===== config.mk =====
export PLATFORM = sky130hd
export DESIGN_NAME = alu_operand_stage
export DESIGN_NICKNAME = d
export VERILOG_FILES = /design/src/rtl/alu_operand_stage.sv
export SDC_FILE = /design/constraint.sdc
export NUM_CORES = 1
export LEC_CHECK = 0
export BUFFER_PORTS_ARGS = -buffer_cell sky130_fd_sc_hd__buf_4
export CORE_MARGIN = 3
export CORE_UTILIZATION = 41
export CTS_BUF_LIST = sky130_fd_sc_hd__clkbuf_2 sky130_fd_sc_hd__clkbuf_4 sky130_fd_sc_hd__clkbuf_8
export DETAILED_ROUTE_END_ITERATION = 6
export PLACE_DENSITY = 0.68
export SLEW_MARGIN = 20
export SYNTH_ARGS = -nofsm -noshare
export SYNTH_HDL_FRONTEND = slang
export SYNTH_SLANG_ARGS = --single-unit
export TNS_END_PERCENT = 5

===== constraint.sdc =====
create_clock -name clk -period 6.22 [get_ports clk]
set_input_delay 0.622 -clock clk [delete_from_list [all_inputs] [get_ports clk]]
set_output_delay 0.622 -clock clk [all_outputs]
set_load 0.01 [all_outputs]

===== src/rtl/alu_operand_stage.sv =====
// alu_operand_stage: resolves ALU operands on acceptance, then holds them in a two-entry output+skid buffer
module alu_operand_stage (
  input  logic        clk,
  input  logic        rst,
  input  logic        in_valid,
  output logic        in_ready,
  input  logic [31:0] rs1,
  input  logic [31:0] rs2,
  input  logic [31:0] pc,
  input  logic [31:0] imm,
  input  logic [1:0]  srca_sel,
  input  logic [2:0]  srcb_sel,
  input  logic [3:0]  fun_in,
  input  logic [4:0]  rd_in,
  input  logic        flush,
  output logic        out_valid,
  input  logic        out_ready,
  output logic [31:0] a,
  output logic [31:0] b,
  output logic [3:0]  alu_fun,
  output logic [4:0]  rd_out,
  output logic        illegal
);
  logic [73:0] in_bundle, out_bundle, skid_bundle;
  logic [31:0] in_a, in_b;
  logic        legal, skid_valid, in_xfer, out_xfer;
  always_comb begin
    in_a = srca_sel == 2'd0 ? rs1 : srca_sel == 2'd1 ? imm : srca_sel == 2'd2 ? pc : 32'd0;
    in_b = srcb_sel == 3'd0 ? rs2 : srcb_sel == 3'd1 ? imm : srcb_sel == 3'd2 ? pc :
           srcb_sel == 3'd3 ? 32'd4 : 32'd0;
    legal = !(fun_in inside {4'd10, 4'd11, 4'd12, 4'd14, 4'd15});
    in_bundle = {in_a, in_b, legal ? fun_in : 4'd0, rd_in, !legal};
  end
  assign in_ready = !skid_valid && !rst;
  assign in_xfer  = in_valid && in_ready && !flush;
  assign out_xfer = out_valid && out_ready;
  assign {a, b, alu_fun, rd_out, illegal} = out_bundle;
  always_ff @(posedge clk) begin
    if (rst) begin
      out_valid  <= 1'b0;
      skid_valid <= 1'b0;
      out_bundle <= '0;
    end else if (flush) begin
      out_valid  <= 1'b0;
      skid_valid <= 1'b0;
    end else if (out_xfer || !out_valid) begin
      // skid is only ever full while in_ready is low, so it never competes with a new input
      if (skid_valid) begin
        out_bundle <= skid_bundle;
        out_valid  <= 1'b1;
        skid_valid <= 1'b0;
      end else begin
        if (in_xfer) out_bundle <= in_bundle;
        out_valid <= in_xfer;
      end
    end else if (in_xfer) begin
      skid_bundle <= in_bundle;
      skid_valid  <= 1'b1;
    end
  end
endmodule


==> results.json, run 1 <==
{
  "status": "complete, no violations",
  "htreeDepth": 4,
  "antenna_found_initial": 0,
  "drt_iter0_drc": 392,
  "dr.pass1.iters": 5,
  "finalPower_mw": 2.188,
  "max-slew-margin-rel_pct": 27.69,
  "cts_inserted_buffers": 17,
  "root_buffer": "clkbuf_8",
  "fin_skew_ps": 11.81,
  "fp-row-count": 48,
  "final-setup-viol-count": 0,
  "tns_ps": 0,
  "crit_type": "flip-flop to flip-flop",
  "core_area_um2": 17360,
  "hold_class": "input pin to flip-flop",
  "wl_per_cell_um": 19.72,
  "seqCellArea_um2": 3745,
  "cts.sinks": 150,
  "multiInputGateArea_um2": 3243,
  "vias": 6396,
  "period_share_pct": 45.44,
  "critical_path_required_ps": 6560,
  "grt-ovfl-total": 0,
  "dp_hpwl_um": 15180,
  "cts_tree": "built",
  "grt_pass1_vias": 6095,
  "cts-resized-gates": 0,
  "synth_seq_area_share_pct": 51.31,
  "dp.cells": 1114,
  "netlist-cell-type-count": 38,
  "cap_violations": 0,
  "cts_hold_buf": 0,
  "layout-drive-gt1-share_pct": 29.42,
  "gp_congestion": 0.8587,
  "synth-edff-count": 74,
  "ys.flop_type": "dfxtp_1",
  "pre_cts_slack_ps": 3226,
  "grt_max_degree": 107,
  "wl_um": 22600,
  "powerDensity_nw_per_um2": 231.9,
  "startpoint_type": "flip-flop",
  "synth_warnings": 0,
  "die_h_um": 139.4,
  "post-cts-setup-buffer-count": 0,
  "ys_ff_latch": 150,
  "io_pins": 223,
  "holdPathStages": 1,
  "ys_async_sr_fraction_pct": 0,
  "syn_area_um2": 7296,
  "irDropWorstVdd_v": 0.0001267,
  "critPathCaptureType": "flip-flop",
  "start_util_pct": 42.03,
  "finalNonFillerCells": 1146,
  "syn2layout_area_growth_pct": 29.33,
  "hold_violations": 0,
  "rsz0062_at_grt": "false",
  "nFillCells": 1594,
  "p_leak_nw": 3.660,
  "synthesis.nets": 878,
  "setup_slack_ps": 3393,
  "port_buffers": 222,
  "drt.antenna.violating_nets": 0,
  "finalMaxSlewViolations": 0,
  "worstSkewPairLatency_ps": 440,
  "crit_arrival_ps": 3170,
  "vias_per_cell": 5.581,
  "fin_crit_ps": 2827,
  "grt_usage_pct": 22.53,
  "clock.fmax_mhz": 353.8,
  "worst_pin_slew_ps": 1085,
  "grt_pass1_wl_um": 34500,
  "finish.net_count": 1055,
  "n_antenna_cell": 0,
  "die_w_um": 139.4,
  "path_clk_slew_ps": 80,
  "syn_avg_cell_area_um2": 9.981,
  "post-route-drc-count": 0,
  "cts_buffer_depth": 2,
  "post-route-util_pct": 54.36,
  "postSynthCellCount": 731,
  "ff2ff_path_depth": 5,
  "dieArea_um2": 19430,
  "cp_max_fo": 43
}
-- registers in the layout, summed over array words and instances, names as in the netlist --
register     cells
out_valid        1
skid_valid       1
skid_bundle     74
out_bundle      74
-- synthesized netlist by cell type (all sizes together), types with 2 or more instances --
master,instances,area (µm²)
mux2i,68,680.7
and2,2,12.51
a211o,2,17.52
nand3,5,25.02
a211oi,43,335.3
o21ai,3,15.01
a21boi,2,15.01
buf,26,128.9
nor2b,6,37.54
inv,9,33.78
nand2,63,236.5
o311ai,32,280.3
a221oi,30,262.8
o2bb2ai,32,280.3
clkbuf,44,165.2
a21oi,31,155.2
nor2,138,518.0
nor3,3,15.01
edfxtp,74,2222
nand3b,27,202.7
dfxtp,76,1521
nand2b,4,32.53
-- final cells by class --
| cell class | count | area share (%) |
|---|---|---|
| inverter | 9 | 0.3580 |
| clock inverter | 7 | 1.008 |
| sequential | 150 | 39.69 |
| clock buffer | 25 | 3.448 |
| timing repair buffer | 228 | 18.14 |
| multi-input combinational | 502 | 34.37 |
| tap | 225 | 2.984 |
-- stage by stage --
step / instance area [µm²] / hold WS (ps)
after CTS: 9435 / 337.5
after floorplan: 7296 / 445.9
after detailed placement: 9015 / 466.3
final: 9435 / 362.2
after global routing: 9435 / 333.4
after global placement: 9015 / 453.7
-- routing by layer --
layer | GRT usage (%) | routed length [µm] | part of all wire, %
met2 | 35.39 | 10610 | 47
met1 | 30.51 | 9971 | 44
met3 | 5.326 | 1354 | 6.0
met5 | 0 | 0 | 0
met4 | 8.136 | 665 | 2.9
-- final timing paths --
path | start | endpoint | slack, ps
worst max-delay path | skid_valid | out_bundle[41] | 3390
worst max register to register | skid_valid | out_bundle[41] | 3390
worst min-delay path | rd_in[1] | skid_bundle[2] | 360
worst min register to register | skid_bundle[46] | out_bundle[46] | 470
-- worst max-delay path, stage by stage (launching register included) --
cell      delay [ps]
dfxtp_2          550
buf_4            400
nor3_2           930
buf_4            400
a221oi_1         120
a211oi_1         280
-- power by group --
part | internal (mW) | leakage [nW] | switching [mW]
Clock | 0.424 | 0.216 | 0.354
Sequential | 1.06 | 1.31 | 0.0143
Combinational | 0.155 | 2.13 | 0.180
-- cell families (layout without fill, tap and decap cells) --
logic type | Yosys count | after routing | share of synthesized area [%]
AO/OA/AOI/OAI | 180 | 180 | 19.48
AND/OR/NAND/NOR | 254 | 254 | 15.38
flip-flops | 150 | 150 | 51.31
multiplexers | 68 | 68 | 9.329
buffers and inverters | 79 | 269 | 4.493
-- cells in the final DEF (no fill, tap or decap), drive strengths merged --
cell type	instances
buf	228
nor2	138
dfxtp	76
edfxtp	74
mux2i	68
nand2	63
a211oi	43
o2bb2ai	32
o311ai	32
a21oi	31
a221oi	30
nand3b	27
clkbuf	25
inv	9
nor2b	6
nand3	5
nand2b	4
clkinv	4
o21ai	3
nor3	3
and2	2
a21boi	2
bufinv	2
a211o	2
nor3b	1
or2	1
and2b	1
and4	1
a32oi	1
or3	1
a2bb2oi	1
a31oi	1
a311oi	1
a2111oi	1
nor4	1
clkinvlp	1
(Power assumes the default switching activity.)
==> run 2: changes to the inputs <==
Settings changed: PLACE_DENSITY 0.68 to 0.71.
Clock period 6.22 ns to 2.3 ns, I/O delays scaled along.
==> results.json, run 2 (synthesis results as in run 1) <==
{
  "cp_max_fo": 57,
  "grt-ovfl-total": 0,
  "wl_per_cell_um": 20.13,
  "powerDensity_nw_per_um2": 653.1,
  "grt_pass1_wl_um": 36220,
  "io_pins": 223,
  "antenna_found_initial": 0,
  "layout_commonest_cell": "buf_4",
  "period_share_pct": 86.65,
  "p_leak_nw": 3.789,
  "worst_pin_slew_ps": 913.9,
  "nFillCells": 1528,
  "critPathLaunch": "skid_valid",
  "cts_buffer_depth": 2,
  "finalNonFillerCells": 1165,
  "port_buffers": 222,
  "wl_um": 23450,
  "core_area_um2": 17360,
  "dr.pass1.iters": 5,
  "cap_violations": 0,
  "dieArea_um2": 19430,
  "fin_crit_ps": 1993,
  "top_regs": "out_bundle (74), skid_bundle (74)",
  "htreeDepth": 4,
  "post-route-drc-count": 0,
  "drt_iter0_drc": 628,
  "dp_hpwl_um": 16280,
  "critical_path_required_ps": 2640,
  "start_util_pct": 42.03,
  "status": "complete, no violations",
  "layout-drive-gt1-share_pct": 30.32,
  "die_w_um": 139.4,
  "cts_tree": "built",
  "hold_class": "input pin to flip-flop",
  "dp.cells": 1128,
  "root_buffer": "clkbuf_8",
  "grt_pass1_vias": 6351,
  "worstSkewPairLatency_ps": 460,
  "n_antenna_cell": 0,
  "critPathCaptureType": "flip-flop",
  "fin_skew_ps": 10.97,
  "vias_per_cell": 5.675,
  "vias": 6611,
  "clock.fmax_mhz": 501.8,
  "rsz0062_at_grt": "false",
  "worstHoldStart": "flush",
  "crit_arrival_ps": 2330,
  "syn2layout_area_growth_pct": 32.93,
  "cts.sinks": 150,
  "grt_max_degree": 92,
  "startpoint_type": "flip-flop",
  "post-cts-setup-buffer-count": 0,
  "r2r-start": "skid_valid",
  "finalMaxSlewViolations": 0,
  "irDropWorstVdd_v": 0.0004181,
  "fp-row-count": 48,
  "gp_congestion": 0.8484,
  "crit_type": "flip-flop to flip-flop",
  "drt.antenna.violating_nets": 0,
  "max-slew-margin-rel_pct": 39.07,
  "final_cell_mix": "buf_4 (239), nor2_1 (138), dfxtp_1 (75)",
  "grt_usage_pct": 23.46,
  "finish.net_count": 1074,
  "final-setup-viol-count": 0,
  "hold_violations": 0,
  "tns_ps": 0,
  "path_clk_slew_ps": 80,
  "die_h_um": 139.4,
  "cts_inserted_buffers": 17
}
-- run 2: critical path: stages, from the launching register on --
cell      delay (ps)
dfxtp_2          510
inv_2            200
a211o_2          680
o311ai_0         470
-- run 2: final timing paths --
check                        end  slack (ps)  cells after the start
hold / removal        skid_valid          50                      2
setup / recovery  out_bundle[60]         310                      3
setup reg to reg  out_bundle[60]         310                      3
hold reg to reg   out_bundle[46]         480                      2
-- run 2: layout make-up --
| class | count | area, µm² | area share [%] |
|---|---|---|---|
| clock inverter | 9 | 197.7 | 2.038 |
| clock buffer | 23 | 297.8 | 3.071 |
| inverter | 9 | 33.78 | 0.3483 |
| timing repair buffer | 247 | 1904 | 19.64 |
| multi-input combinational | 502 | 3238 | 33.39 |
| sequential | 150 | 3745 | 38.61 |
| tap | 225 | 281.5 | 2.903 |
-- run 2: what timing repair did --
item | 4_1_cts | 5_1_grt
hold buffers | 5 | 0
hold endpoints to repair | 5 | 0
resized for setup | 0 | 0
-- run 2: layer usage --
layer  up-vias  track usage (%)  routed length [µm]
met3        28            5.120                1572
met2       267            37.40               11230
met5         -                0                   0
met4         0            5.973                 433
li1       3115                -                   -
met1      3201            32.63               10220
-- run 2: stage by stage --
step | setup slack, ps | hold slack (ps) | instance area [µm²] | power, mW | utilization [%]
2_1_floorplan | 134.3 | 308.2 | 7297 | 3.415 | -
3_3_place_gp | 383.0 | 420.1 | 9153 | 3.874 | 52.73
3_5_place_dp | 313.8 | 421.2 | 9153 | 3.886 | 52.73
4_1_cts | 314.2 | 24.06 | 9698 | 6.357 | 55.88
5_1_grt | 124.9 | 22.90 | 9698 | 6.557 | 55.88
6_report | 307.0 | 46.24 | 9698 | 6.334 | 55.88
-- run 2: report_power, final --
part | switching (mW) | leakage (nW) | total [mW] | internal (mW)
clock network | 0.973 | 0.250 | 2.49 | 1.52
registers | 0.0357 | 1.31 | 2.90 | 2.87
logic | 0.499 | 2.23 | 0.935 | 0.436
==> run 3: changes to the inputs <==
Settings changed: GPL_TIMING_DRIVEN set to 0.
==> results.json, run 3 (synthesis results as in run 1) <==
{
  "finalPower_mw": 5.997,
  "critPathCaptureType": "flip-flop",
  "wl_met3_um": 2059,
  "cts_tree": "built",
  "worst_pin_slew_ps": 807.8,
  "vias_per_cell": 5.665,
  "dieArea_um2": 19430,
  "vias": 6860,
  "cts.sinks": 150,
  "dp_hpwl_um": 18900,
  "crit_type": "flip-flop to flip-flop",
  "dpl_cell_area_um2": 9236,
  "root_buffer": "clkbuf_8",
  "layout-drive-gt1-share_pct": 28.30,
  "grt_pass1_vias": 6668,
  "die_h_um": 139.4,
  "antenna_found_initial": 0,
  "crit_arrival_ps": 2420,
  "fp-row-count": 48,
  "met2WireLength_um": 11860,
  "core_area_um2": 17360,
  "post-route-drc-count": 0,
  "clock.fmax_mhz": 476.7,
  "cts_inserted_buffers": 17,
  "period_share_pct": 91.20,
  "cts_buffer_depth": 2,
  "top_regs": "out_bundle (74), skid_bundle (74)",
  "ff2ff_path_depth": 5,
  "maxUsedRoutingLayer": "met4",
  "fin_crit_ps": 2098,
  "gp_congestion": 0.8330,
  "cp_max_fo": 10,
  "wl_met1_um": 10510,
  "design_area_um2": 9693,
  "post-route-util_pct": 55.85,
  "critical_path_required_ps": 2620,
  "powerDensity_nw_per_um2": 618.7,
  "status": "complete, no violations",
  "grt_usage_pct": 25.05,
  "max-slew-margin-rel_pct": 46.15,
  "tns_ps": 0,
  "io_pins": 223,
  "hold_violations": 0,
  "hold_class": "input pin to flip-flop",
  "fin_skew_ps": 6.118,
  "drt_iter0_drc": 604,
  "layout_commonest_cell": "buf_4",
  "grt-ovfl-total": 0,
  "holdPathStages": 2,
  "final_cell_mix": "buf_4 (217), nor2_1 (138), dfxtp_1 (76)",
  "p_leak_nw": 3.782,
  "dp.cells": 1174,
  "drt.antenna.violating_nets": 0,
  "dr.pass1.iters": 6,
  "start_util_pct": 42.03,
  "irDropWorstVdd_v": 0.0003881,
  "post-cts-setup-buffer-count": 0,
  "path_clk_slew_ps": 80,
  "final-setup-viol-count": 0,
  "finish.net_count": 1120,
  "port_buffers": 217,
  "htreeDepth": 4,
  "wl_per_cell_um": 20.77,
  "startpoint_type": "flip-flop",
  "grt_pass1_wl_um": 37850,
  "wl_um": 25150,
  "syn2layout_area_growth_pct": 32.86,
  "finalNonFillerCells": 1211,
  "grt_max_degree": 46,
  "n_antenna_cell": 0,
  "finalMaxSlewViolations": 0,
  "cap_violations": 0,
  "rsz0062_at_grt": "false",
  "die_w_um": 139.4,
  "worstSkewPairLatency_ps": 460
}
==> run 3: cell count changes in the layout (fill, tap and decap cells not counted), sizes merged <==
cell and change:
bufinv -3, clkinv +3, buf +2, clkbuf +44
==> run 3: routing by layer <==
metal | vias to the layer above | global-route usage (%)
li1 | 3205 | -
met1 | 3262 | 33.75
met2 | 345 | 40.25
met3 | 48 | 4.639
met4 | 0 | 9.578
met5 | - | 0
==> run 3: layout make-up <==
class                           count  area (µm²)
Clock buffer                       23       279.0
Fill cell                        1631        7664
Buffer                             70       294.0
Timing Repair Buffer              223        1707
Sequential cell                   150        3744
Clock inverter                      9       127.6
Inverter                            9       33.78
Tap cell                          225       281.5
Multi-Input combinational cell    502        3227
==> run 3: power breakdown <==
group	internal, mW	switching, mW	total [mW]
Sequential	2.87	0.0353	2.90
Combinational	0.436	0.525	0.961
Clock	1.14	0.994	2.13
Total	4.44	1.55	6.00
==> run 3: final timing paths <==
check,start,endpoint,slack [ps]
setup / recovery,skid_valid,out_bundle[38],200
hold / removal,flush,skid_valid,20
setup reg to reg,skid_valid,out_bundle[38],200
hold reg to reg,skid_bundle[46],out_bundle[46],480
==> run 3: critical path: stages, from the launching register on <==
cell	delay, ps
dfxtp_1	350
buf_2	230
inv_2	170
a211oi_4	550
clkbuf_1	500
a211oi_1	150
==> run 3: through the flow <==
stage | setup WS, ps | hold slack (ps)
floorplan | 134.3 | 308.2
global placement | -599.0 | 420.8
detailed placement | 161.9 | 420.5
CTS | 220.0 | 3.435
global route | 33.12 | 14.68
finish | 202.4 | 16.60
==> run 3: repair_timing <==
| item | 4_1_cts | 5_1_grt |
|---|---|---|
| hold endpoints to repair | 5 | 0 |
| gates resized for setup | 0 | 0 |
| hold buffers | 5 | 0 |
